### src/rtl/bp_pkg.sv
// rtl/bp_pkg.sv - shared types and constants for the work-RAM arbiter
package bp_pkg;

  typedef enum logic [2:0] {
    CPU_OWN,
    HS_IDLE,
    HS_RD,
    HS_ACK,
    CLEAR
  } bp_state_e;

  localparam logic [7:0]  HS_OOR_DATA     = 8'hFF;
  localparam logic [15:0] HS_BASE_DEFAULT = 16'h8000;

endpackage

### src/rtl/bp_wram_clear.sv
// rtl/bp_wram_clear.sv - sequential clear address counter, used only when BP_WRAM_CLEAR_EN is defined
module bp_wram_clear #(
  parameter int ADDR_W = 11
) (
  input  logic              clk,
  input  logic              reset,
  input  logic              en,
  output logic [ADDR_W-1:0] addr,
  output logic              done
);

  logic [ADDR_W-1:0] addr_q, addr_d;

  always_comb begin
    addr_d = addr_q;
    if (en) addr_d = addr_q + 1'b1;
  end

  always_ff @(posedge clk) begin
    if (reset) addr_q <= '0;
    else       addr_q <= addr_d;
  end

  assign addr = addr_q;
  assign done = en && (addr_q == '1);

endmodule

### src/rtl/bp_wram_arbiter.sv
// rtl/bp_wram_arbiter.sv - Z80 / hiscore work-RAM arbiter; BP_WRAM_CLEAR_EN adds a post-reset RAM clear
module bp_wram_arbiter
  import bp_pkg::*;
#(
  parameter int          ADDR_W  = 11,
  parameter int          DATA_W  = 8,
  parameter int          RAM_LAT = 1,
  parameter logic [15:0] HS_BASE = HS_BASE_DEFAULT
) (
  input  logic              clk_49m,
  input  logic              reset,
  input  logic              cpu_sel,
  input  logic              cpu_we,
  input  logic [ADDR_W-1:0] cpu_addr,
  input  logic [DATA_W-1:0] cpu_din,
  output logic [DATA_W-1:0] cpu_dout,
  output logic              cpu_wait,
  input  logic              paused,
  input  logic              hs_req,
  input  logic              hs_we,
  input  logic [15:0]       hs_address,
  input  logic [DATA_W-1:0] hs_data_in,
  output logic [DATA_W-1:0] hs_data_out,
  output logic              hs_ack,
  output logic              hs_owner,
  output logic [ADDR_W-1:0] ram_addr,
  output logic              ram_we,
  output logic [DATA_W-1:0] ram_din,
  input  logic [DATA_W-1:0] ram_dout
);

`ifdef BP_WRAM_CLEAR_EN
  localparam bp_state_e RESET_STATE = CLEAR;
`else
  localparam bp_state_e RESET_STATE = CPU_OWN;
`endif

  bp_state_e         state_q, state_d;
  logic [ADDR_W-1:0] hs_addr_q, hs_addr_d;
  logic [DATA_W-1:0] hs_wdata_q, hs_wdata_d;
  logic [DATA_W-1:0] hs_data_out_q, hs_data_out_d;
  logic              hs_wr_q, hs_wr_d;
  logic [1:0]        cnt_q, cnt_d;

  logic [15:0]       hs_offset;
  logic              hs_in_range;

  // Unsigned 16-bit subtraction: addresses below the base wrap high and fall out of range.
  assign hs_offset   = hs_address - HS_BASE;
  assign hs_in_range = ({16'b0, hs_offset} < (32'd1 << ADDR_W));

`ifdef BP_WRAM_CLEAR_EN
  logic [ADDR_W-1:0] clr_addr;
  logic              clr_done;

  bp_wram_clear #(.ADDR_W(ADDR_W)) u_clear (
    .clk   (clk_49m),
    .reset (reset),
    .en    (state_q == CLEAR),
    .addr  (clr_addr),
    .done  (clr_done)
  );
`endif

  always_ff @(posedge clk_49m) begin
    if (reset) begin
      state_q       <= RESET_STATE;
      hs_addr_q     <= '0;
      hs_wdata_q    <= '0;
      hs_data_out_q <= '0;
      hs_wr_q       <= 1'b0;
      cnt_q         <= '0;
    end else begin
      state_q       <= state_d;
      hs_addr_q     <= hs_addr_d;
      hs_wdata_q    <= hs_wdata_d;
      hs_data_out_q <= hs_data_out_d;
      hs_wr_q       <= hs_wr_d;
      cnt_q         <= cnt_d;
    end
  end

  // HS_RD doubles as the single write cycle (counter 0) so writes ack one clock after the RAM strobe.
  always_comb begin
    state_d       = state_q;
    hs_addr_d     = hs_addr_q;
    hs_wdata_d    = hs_wdata_q;
    hs_data_out_d = hs_data_out_q;
    hs_wr_d       = hs_wr_q;
    cnt_d         = cnt_q;
    case (state_q)
      CPU_OWN: begin
        if (paused && !cpu_sel) state_d = HS_IDLE;
      end
      HS_IDLE: begin
        if (!paused) begin
          state_d = CPU_OWN;
        end else if (hs_req) begin
          hs_addr_d  = hs_offset[ADDR_W-1:0];
          hs_wdata_d = hs_data_in;
          hs_wr_d    = hs_we && hs_in_range;
          if (!hs_in_range) begin
            hs_data_out_d = DATA_W'(HS_OOR_DATA);
            state_d       = HS_ACK;
          end else begin
            cnt_d   = hs_we ? 2'd0 : 2'(RAM_LAT);
            state_d = HS_RD;
          end
        end
      end
      HS_RD: begin
        if (cnt_q == 2'd0) begin
          if (!hs_wr_q) hs_data_out_d = ram_dout;
          state_d = HS_ACK;
        end else begin
          cnt_d = cnt_q - 2'd1;
        end
      end
      HS_ACK: begin
        state_d = paused ? HS_IDLE : CPU_OWN;
      end
`ifdef BP_WRAM_CLEAR_EN
      CLEAR: begin
        if (clr_done) state_d = CPU_OWN;
      end
`endif
      default: state_d = CPU_OWN;
    endcase
  end

  always_comb begin
    ram_addr = hs_addr_q;
    ram_we   = (state_q == HS_RD) && hs_wr_q;
    ram_din  = hs_wdata_q;
    if (state_q == CPU_OWN) begin
      ram_addr = cpu_addr;
      ram_we   = cpu_we && cpu_sel;
      ram_din  = cpu_din;
    end
`ifdef BP_WRAM_CLEAR_EN
    if (state_q == CLEAR) begin
      ram_addr = clr_addr;
      ram_we   = 1'b1;
      ram_din  = '0;
    end
    cpu_wait = (state_q == CLEAR);
`else
    cpu_wait = 1'b0;
`endif
    if (reset) ram_we = 1'b0;
    hs_ack      = (state_q == HS_ACK);
    hs_owner    = (state_q != CPU_OWN);
    hs_data_out = hs_data_out_q;
    cpu_dout    = ram_dout;
  end

endmodule

### config.mk
export PLATFORM = sky130hd
export DESIGN_NAME = bp_wram_arbiter
export DESIGN_NICKNAME = d
export VERILOG_FILES = /design/src/rtl/bp_pkg.sv /design/src/rtl/bp_wram_clear.sv /design/src/rtl/bp_wram_arbiter.sv
export SDC_FILE = /design/constraint.sdc
export NUM_CORES = 1
export LEC_CHECK = 0
export CAP_MARGIN = 20
export CORE_MARGIN = 2
export CORE_UTILIZATION = 34
export CTS_CLUSTER_DIAMETER = 40
export DETAILED_ROUTE_END_ITERATION = 10
export GPL_TIMING_DRIVEN = 1
export PLACE_DENSITY = 0.79
export RECOVER_POWER = 50
export SYNTH_ARGS = -nofsm -noshare
export SYNTH_HDL_FRONTEND = slang
export SYNTH_SLANG_ARGS = --single-unit
export TNS_END_PERCENT = 5
### constraint.sdc
create_clock -name clk_49m -period 1.75 [get_ports clk_49m]
set_clock_uncertainty 0.05 [all_clocks]
set_input_delay 0.4375 -clock clk_49m [delete_from_list [all_inputs] [get_ports clk_49m]]
set_output_delay 0.4375 -clock clk_49m [all_outputs]
set_load 0.02 [all_outputs]
==> results of run 1 <==
-- Yosys cell counts (all sizes together), types with 2 or more instances --
library cell	n	share of area
nand4b	2	0.020
mux2	20	0.14
nor3	2	0.0061
nor2	20	0.046
clkbuf	7	0.016
a211oi	8	0.037
inv	4	0.0092
buf	16	0.063
dfxtp	32	0.39
mux2i	2	0.012
a21oi	23	0.073
o31ai	3	0.014
nand2	42	0.096
nor4b	2	0.011
-- registers in the layout, summed over array words and instances, names as in the netlist --
name,flops
hs_data_out,8
hs_wr_q,1
hs_addr_q,11
state_q,2
hs_wdata_q,8
cnt_q,2
-- worst paths after layout --
| kind | startpoint | endpoint | slack [ps] | depth (start not counted) |
|---|---|---|---|---|
| setup reg to reg | state_q[0] | hs_data_out[5] | 180 | 4 |
| setup / recovery | state_q[0] | ram_addr[1] | -140 | 4 |
| hold reg to reg | hs_wdata_q[6] | hs_wdata_q[6] | 410 | 2 |
| hold / removal | hs_wdata_q[6] | hs_wdata_q[6] | 410 | 2 |
-- through the flow --
stage | setup slack (ps) | cell area (sq um) | hold slack, ps
detailed placement | -609.5 | 2689 | 398.5
finish | -144.4 | 2878 | 407.3
global placement | -634.3 | 2689 | 389.6
global route | -180.9 | 2878 | 424.9
CTS | -258.3 | 2714 | 406.9
floorplan | 27.05 | 1639 | 383.8
-- per-layer routing --
metal	vias to the layer above	wire, um
met4	0	42
met3	4	331
li1	848	-
met5	-	0
met1	801	1904
met2	62	2387
-- kinds of logic (layout without fill, tap and decap cells) --
group                      after synthesis  count (layout)  synth area share
muxes                                   22              22            0.1501
AOI/OAI and AO/OA                       36              36            0.1447
DFF                                     32              32            0.3920
and+or+nand+nor                         74              74            0.2152
buffers and inverters                   27             128           0.08805
other                                    1               1          0.002295
adders and majority gates                1               1          0.007656
-- area by class of cell --
cell class                 instances  area, sq um  area share
clock buffer                       6        72.57     0.02522
clock inverter                     1        5.005    0.001739
inverter                           4        15.01    0.005217
multi-input combinational        134        943.4      0.3278
sequential                        32        643.1      0.2235
tap                               54        67.56     0.02348
timing repair buffer             117         1131      0.3930
-- power by group --
part | switching, mW | leakage (nW) | internal, mW
clock | 0.246 | 0.0410 | 0.270
combinational | 0.248 | 0.903 | 0.351
sequential | 0.0123 | 0.260 | 0.751
total | 0.506 | 1.20 | 1.37
-- worst max-delay path: stages (launching register included) --
cell and delay, ps:
dfxtp_2 330, nor2_4 180, buf_6 170, mux2_4 320
buf_6 130
-- timing repair --
item | 4_1_cts | 5_1_grt
gates resized for setup | 97 | 83
pin swaps | 2 | 4
endpoints found under the setup margin | 33 | 36
gates cloned | 1 | 0
==> summary.txt, run 1 <==
Outcome
  – Status: complete, but fails checks
  – Failing checks: setup timing

Die
  – Die Height: 73.33 um
  – Die W: 73.33 um
  – Starting Density: 0.3483
  – DIE AREA: 5377 sq um
  – # rows: 25
  – IO Pins: 97
  – Core area: 4692 sq um

Timing
  – Fmax: 0.5279 GHz
  – RSZ-0062 raised after global routing: true
  – Tmin final: 1894 ps
  – Fin crit share: 1.083
  – Setup slack after layout: -144.4 ps
  – Setup violations, final: 19
  – Setup TNS: -2545 ps
  – Final slew viol count: 0
  – Final hold vios: 0

Layout
  – Synth-to-Final Area Change: 76.11%
  – Core Util, Final: 0.6133
  – Commonest cells after routing, fill and taps aside: 57 x clkdlybuf4s50_1, 42 x nand2_1, 30 x dfxtp_1
  – Share of cells above drive strength 1: 0.2721
  – Most common cell after layout, fill and taps aside: clkdlybuf4s50_1
  – Diodes inserted: 0
  – Final net count: 353
  – Post-route non-filler standard cell count: 348
  – Layout filler cell count: 418

Drt
  – Final antenna-violating net count: 0
  – Routed WL: 4665 um
  – Remaining DRCs: 0
  – Drt pass-1 iters: 4
  – Vias: 1,715
  – Via density: 4.928
  – WL per Instance: 13.41 um
  – Initial DRC Count: 52

Synthesis
  – Post-synth top flop: dfxtp_1
  – Synth Warn #: 0
  – Post-Syn Area per Cell: 8.467 sq um
  – Syn Std Cell Area: 1634 sq um
  – Cell variety after synth: 27
  – Sequential area share after synthesis: 0.3920
  – Mapped Nets: 252
  – Post-synth EDFFs: 0
  – Seq cells post-synth: 32
  – Asr flop ratio synth: 0
  – Post-Synthesis Cells: 193

Run
  – Max-cap viol count: 0

Placed design
  – IO Port Bufs: 95
  – GPL Wtd Cong: 0.7332
  – Inst Count DP: 340
  – DP HPWL: 3304 um

Clock network
  – CTS tree: yes
  – Worst-skew pair later-pin latency: 270 ps
  – # clock sinks: 32
  – Max H-tree Level: 2
  – Clock transition at path regs: 60 ps
  – Clk root buf: clkbuf_8
  – Clock Tree Buf Depth: 2
  – Post-CTS Hold Fix Bufs: 0
  – Num CTS Buffers: 5
  – Postcts setup bufs: 0

Global route
  – GRT Util Overall: 0.1629
  – Overflow after GRT: 0
  – Gr busiest metal: met2
  – Initial antenna violation count: 0
  – Largest net degree at the start of global routing: 35
  – Met2 Use GR: 0.2873
  – Vias in the first global route: 1,581
  – Met1 Resource Use GR: 0.1978
  – M3 GR Usage: 0.03978
  – First-pass GRT wire length: 6893 um

Power
  – PD cells: 652.7 nW/um^2
  – Power Total: 1.878 mW
  – Max IR drop VDD: 0.3286 mV
  – Lkg Pwr: 1.204 nW

Worst setup path
  – Arrival time worst endpoint: 1410 ps
  – Startpoint types: flop
  – Critical path class: reg -> out
  – Crit-path max FO: 6
  – CP endpoint kind: primary output
  – Required @ worst endpoint: 1260 ps

Min path
  – Worst min path class: reg -> reg
Note: power is estimated with default switching activity, not from simulation.
==> run 2: changes to the inputs <==
- CELL_PAD_IN_SITES_DETAIL_PLACEMENT: unset -> 0
- CELL_PAD_IN_SITES_GLOBAL_PLACEMENT: unset -> 1
- CORE_MARGIN: 2 -> 5
- CORE_UTILIZATION: 34 -> 23
- HOLD_SLACK_MARGIN: unset -> 0.1
- PLACE_DENSITY: 0.79 -> 0.77
==> summary.txt, run 2 (same netlist as run 1, synthesis figures left out) <==
Worst setup path
  – Startpoint types: flop
  – Arrival time worst endpoint: 1490 ps
  – CP endpoint kind: primary output
  – R2R cell count: 4
  – Required @ worst endpoint: 1260 ps
  – R2R Path End: hs_data_out[5]
  – Reg-to-Reg Start: state_q[0]
  – Crit-path max FO: 4
  – Critical path class: reg -> out
  – R2R setup slack: 190 ps

Drt
  – Initial DRC Count: 53
  – Drt pass-1 iters: 4
  – Via density: 4.268
  – Remaining DRCs: 0
  – WL per Instance: 13.26 um
  – Vias: 1,673
  – Routed WL: 5198 um
  – Final antenna-violating net count: 0

Timing
  – Fmax: 0.5050 GHz
  – Tmin final: 1980 ps
  – Fin crit share: 1.132
  – RSZ-0062 raised after global routing: true
  – Final hold vios: 0
  – Setup violations, final: 20
  – Setup TNS: -3442 ps
  – Final slew viol count: 0
  – Setup slack after layout: -230.4 ps

Min path
  – WHS Path Cells: 2
  – Hold path start: hs_wdata_q[2]
  – End point of the worst hold path: hs_wdata_q[2]
  – Worst min path class: reg -> reg

Outcome
  – Failing checks: setup timing
  – Status: complete, but fails checks

Layout
  – Final net count: 355
  – Most common cell after layout, fill and taps aside: clkdlybuf4s50_1
  – Reg with most FFs: hs_addr_q
  – Diodes inserted: 0
  – Max reg flops: 11
  – Layout filler cell count: 697
  – Post-route non-filler standard cell count: 392
  – Commonest cells after routing, fill and taps aside: 57 x clkdlybuf4s50_1, 42 x nand2_1, 30 x dfxtp_1
  – Share of cells above drive strength 1: 0.2770
  – Synth-to-Final Area Change: 81.62%

Clock network
  – Clock Tree Buf Depth: 2
  – Clock transition at path regs: 70 ps
  – Num CTS Buffers: 5
  – CTS tree: yes
  – Max H-tree Level: 2
  – Clk root buf: clkbuf_8
  – Post-CTS Hold Fix Bufs: 0
  – # clock sinks: 32
  – Worst-skew pair later-pin latency: 280 ps

Global route
  – Gr busiest metal: met2
  – M3 GR Usage: 0.03846
  – Vias in the first global route: 1,649
  – Initial antenna violation count: 0
  – First-pass GRT wire length: 7859 um
  – Met1 Resource Use GR: 0.1368
  – GRT Util Overall: 0.1114
  – Met2 Use GR: 0.1868
  – Overflow after GRT: 0
  – Largest net degree at the start of global routing: 35

Die
  – IO Pins: 97
  – Die W: 94.29 um
  – Core area: 6869 sq um
  – Die Height: 94.29 um
  – DIE AREA: 8891 sq um
  – # rows: 30
  – Starting Density: 0.2379

Power
  – Max IR drop VDD: 0.2409 mV
  – Power Total: 1.920 mW
  – PD cells: 646.8 nW/um^2
  – Lkg Pwr: 1.213 nW

Placed design
  – DP HPWL: 3898 um
  – Pre-CTS worst setup slack: -593.0 ps
  – Inst Count DP: 382
  – GPL Wtd Cong: 0.6882
  – IO Port Bufs: 95

Run
  – Max-cap viol count: 0
-- run 2: changes by cell type in the layout (fill, tap and decap cells not counted), moves of 2 or more --
| cell | previous run | this run |
|---|---|---|
| dlymetal6s2s_1 | 2 | 0 |
| clkbuf_2 | 3 | 1 |
| buf_4 | 16 | 18 |
| dlygate4sd2_1 | 7 | 5 |
| a21oi_2 | 2 | 0 |
| buf_8 | 2 | 0 |
| buf_12 | 0 | 3 |
| clkdlybuf4s15_1 | 5 | 7 |
-- run 2: through the flow --
step | util | cell area (sq um) | hold slack [ps]
2_1_floorplan | - | 1639 | 383.8
4_1_cts | 0.4078 | 2801 | 407.1
6_report | 0.4321 | 2968 | 406.9
3_3_place_gp | 0.4009 | 2754 | 392.5
5_1_grt | 0.4321 | 2968 | 432.6
3_5_place_dp | 0.4009 | 2754 | 397.2
-- run 2: area by class of cell --
| type | count | area, sq um | area share |
|---|---|---|---|
| repair buffers | 119 | 1177 | 0.3967 |
| multi-input cells | 134 | 934.6 | 0.3149 |
| flip-flops and latches | 32 | 643.1 | 0.2167 |
| well taps | 96 | 120.1 | 0.04047 |
| clock buffers | 6 | 72.57 | 0.02445 |
| inverters | 4 | 15.01 | 0.005059 |
| clock inverters | 1 | 5.005 | 0.001686 |
-- run 2: how the worst max path moves through the flow --
stage	startpoint	endpoint	slack [ps]	depth (start not counted)
2_1_floorplan	state_q[1]	ram_addr[0]	30	4
3_3_place_gp	cpu_sel	ram_we	-550	6
3_5_place_dp	cpu_sel	ram_we	-590	6
4_1_cts	state_q[0]	ram_addr[2]	-270	5
5_1_grt	state_q[1]	ram_addr[6]	-270	5
6_report	state_q[1]	ram_din[5]	-230	5
-- run 2: what timing repair did --
item | 4_1_cts | 5_1_grt
buffers inserted | 2 | 0
resized for setup | 109 | 69
cloned | 1 | 1
setup endpoints to repair | 33 | 40
pin swaps | 2 | 1
-- run 2: metal layers --
| layer | vias up | wire length, um |
|---|---|---|
| met5 | - | 0 |
| li1 | 855 | - |
| met4 | 0 | 38 |
| met1 | 764 | 2291 |
| met2 | 50 | 2497 |
| met3 | 4 | 371 |
-- run 2: critical path, stage by stage, from the launching register on --
cell and delay, ps:
dfxtp_2 340, nor2_4 170, buf_12 140, clkbuf_16 140, mux2_4 300, buf_6 130
-- run 2: where the power goes --
part | internal (mW) | total (mW) | switching [mW] | leakage (nW)
Combinational | 0.373 | 0.627 | 0.255 | 0.912
Clock | 0.270 | 0.529 | 0.259 | 0.0410
Sequential | 0.751 | 0.763 | 0.0117 | 0.260
Total | 1.39 | 1.92 | 0.526 | 1.21
==> run 3: changes to the inputs <==
- CORE_UTILIZATION: 23 -> 38
- DONT_BUFFER_PORTS: unset -> 1
- PLACE_DENSITY: 0.77 -> 0.75
==> summary.txt, run 3 (same netlist as run 1, synthesis figures left out) <==
Placed design
  – Inst Count DP: 227
  – GPL Wtd Cong: 0.7130
  – DP HPWL: 2914 um
  – IO Port Bufs: 0

Power
  – Power Total: 1.652 mW
  – Lkg Pwr: 0.7327 nW
  – Max IR drop VDD: 0.4638 mV
  – PD cells: 888.0 nW/um^2

Drt
  – Vias: 1,335
  – Initial DRC Count: 30
  – Final antenna-violating net count: 0
  – Routed WL: 3983 um
  – Drt pass-1 iters: 4
  – Remaining DRCs: 0
  – Via density: 5.563
  – WL per Instance: 16.60 um

Worst setup path
  – Crit-path max FO: 10
  – Crit-path slowest cell: mux2_4
  – Startpoint types: flop
  – Max incr delay on CP: 340 ps
  – Required @ worst endpoint: 1260 ps
  – Critical path class: reg -> out
  – Crit-path cells: nor2_4 > buf_4 > buf_12 > mux2_4
  – Arrival time worst endpoint: 1340 ps
  – CP endpoint kind: primary output

Timing
  – Tmin final: 1825 ps
  – Final slew viol count: 0
  – Fin crit share: 1.043
  – Setup violations, final: 20
  – Max_slew headroom: 0.5974
  – Setup TNS: -1328 ps
  – Final hold vios: 0
  – Slew at the pin closest to its max-slew limit: 595.5 ps
  – Worst Hold Slack: 177.0 ps
  – Fmax: 0.5479 GHz
  – Setup slack after layout: -75.23 ps
  – RSZ-0062 raised after global routing: true

Die
  – Die Height: 75.58 um
  – # rows: 23
  – DIE AREA: 5712 sq um
  – Core area: 4086 sq um
  – IO Pins: 97
  – Die W: 75.58 um
  – Starting Density: 0.3999

Min path
  – Worst min path class: in -> reg

Layout
  – Reg with most FFs: hs_addr_q
  – Final net count: 248
  – Synth-to-Final Area Change: 13.86%
  – Post-route non-filler standard cell count: 240
  – Layout filler cell count: 404
  – Most common cell after layout, fill and taps aside: nand2_1
  – Max reg flops: 11
  – Diodes inserted: 0
  – Share of cells above drive strength 1: 0.2421
  – Commonest cells after routing, fill and taps aside: 42 x nand2_1, 30 x dfxtp_1, 22 x a21oi_1

Global route
  – Vias in the first global route: 1,370
  – Overflow after GRT: 0
  – Largest net degree at the start of global routing: 36
  – Initial antenna violation count: 0
  – First-pass GRT wire length: 5954 um
  – GRT Util Overall: 0.1388

Outcome
  – Failing checks: setup timing
  – Status: complete, but fails checks

Clock network
  – Max H-tree Level: 2
  – Worst-skew pair later-pin latency: 280 ps
  – Clk root buf: clkbuf_8
  – CTS tree: yes
  – Clock transition at path regs: 60 ps
  – Clock Tree Buf Depth: 2
  – Post-CTS Hold Fix Bufs: 0
  – Num CTS Buffers: 5
  – # clock sinks: 32

Run
  – Max-cap viol count: 0
## run 3: area by class of cell
cell class	count	area [sq um]	share of cell area
timing repair buffer	12	141.4	0.07599
tap	50	62.56	0.03362
sequential	32	643.1	0.3457
multi-input combinational	134	908.4	0.4882
inverter	4	15.01	0.008070
clock buffer	8	90.09	0.04842
## run 3: routing by layer
| metal | vias up | share of wire | global-route usage | routed length (um) |
|---|---|---|---|---|
| met3 | 8 | 0.088 | 0.04485 | 352 |
| met4 | 0 | 0.017 | 0.06602 | 68 |
| met1 | 633 | 0.37 | 0.1417 | 1481 |
| met2 | 55 | 0.52 | 0.2541 | 2080 |
| li1 | 639 | - | - | - |
| met5 | - | 0 | 0 | 0 |
## run 3: power breakdown
group / switching, mW / internal, mW / leakage [nW] / total [mW]
Combinational: 0.154 / 0.153 / 0.427 / 0.307
Sequential: 0.0285 / 0.751 / 0.260 / 0.780
Clock: 0.245 / 0.320 / 0.0455 / 0.565
## run 3: timing repair
item | 4_1_cts | 5_1_grt
gates cloned | 2 | 0
resized for setup | 26 | 1
setup buffers | 3 | 0
pin swaps | 1 | 0
setup endpoints to repair | 20 | 27
## run 3: worst paths after layout
path,startpoint,to,slack (ps),depth (start not counted)
worst max-delay path,state_q[0],ram_din[1],-80,4
worst min-delay path,reset,hs_addr_q[4],180,1
worst max register to register,state_q[0],cnt_q[0],-30,6
worst min register to register,hs_addr_q[9],hs_addr_q[9],400,2
## run 3: worst max-delay path, delay by kind of cell, from the launching register on
| kind | cells | cell delay [ps] |
|---|---|---|
| flops | 1 | 330 |
| mux | 1 | 340 |
| simple gates | 1 | 120 |
| buf+inv | 2 | 270 |
## run 3: metrics by stage
stage | utilization | area, sq um | setup slack (ps)
after global placement | 0.4014 | 1640 | 46.27
final | 0.4553 | 1861 | -75.23
after global routing | 0.4553 | 1861 | -137.5
after detailed placement | 0.4014 | 1640 | 9.606
after floorplan | - | 1639 | 27.05
after CTS | 0.4642 | 1897 | -97.18
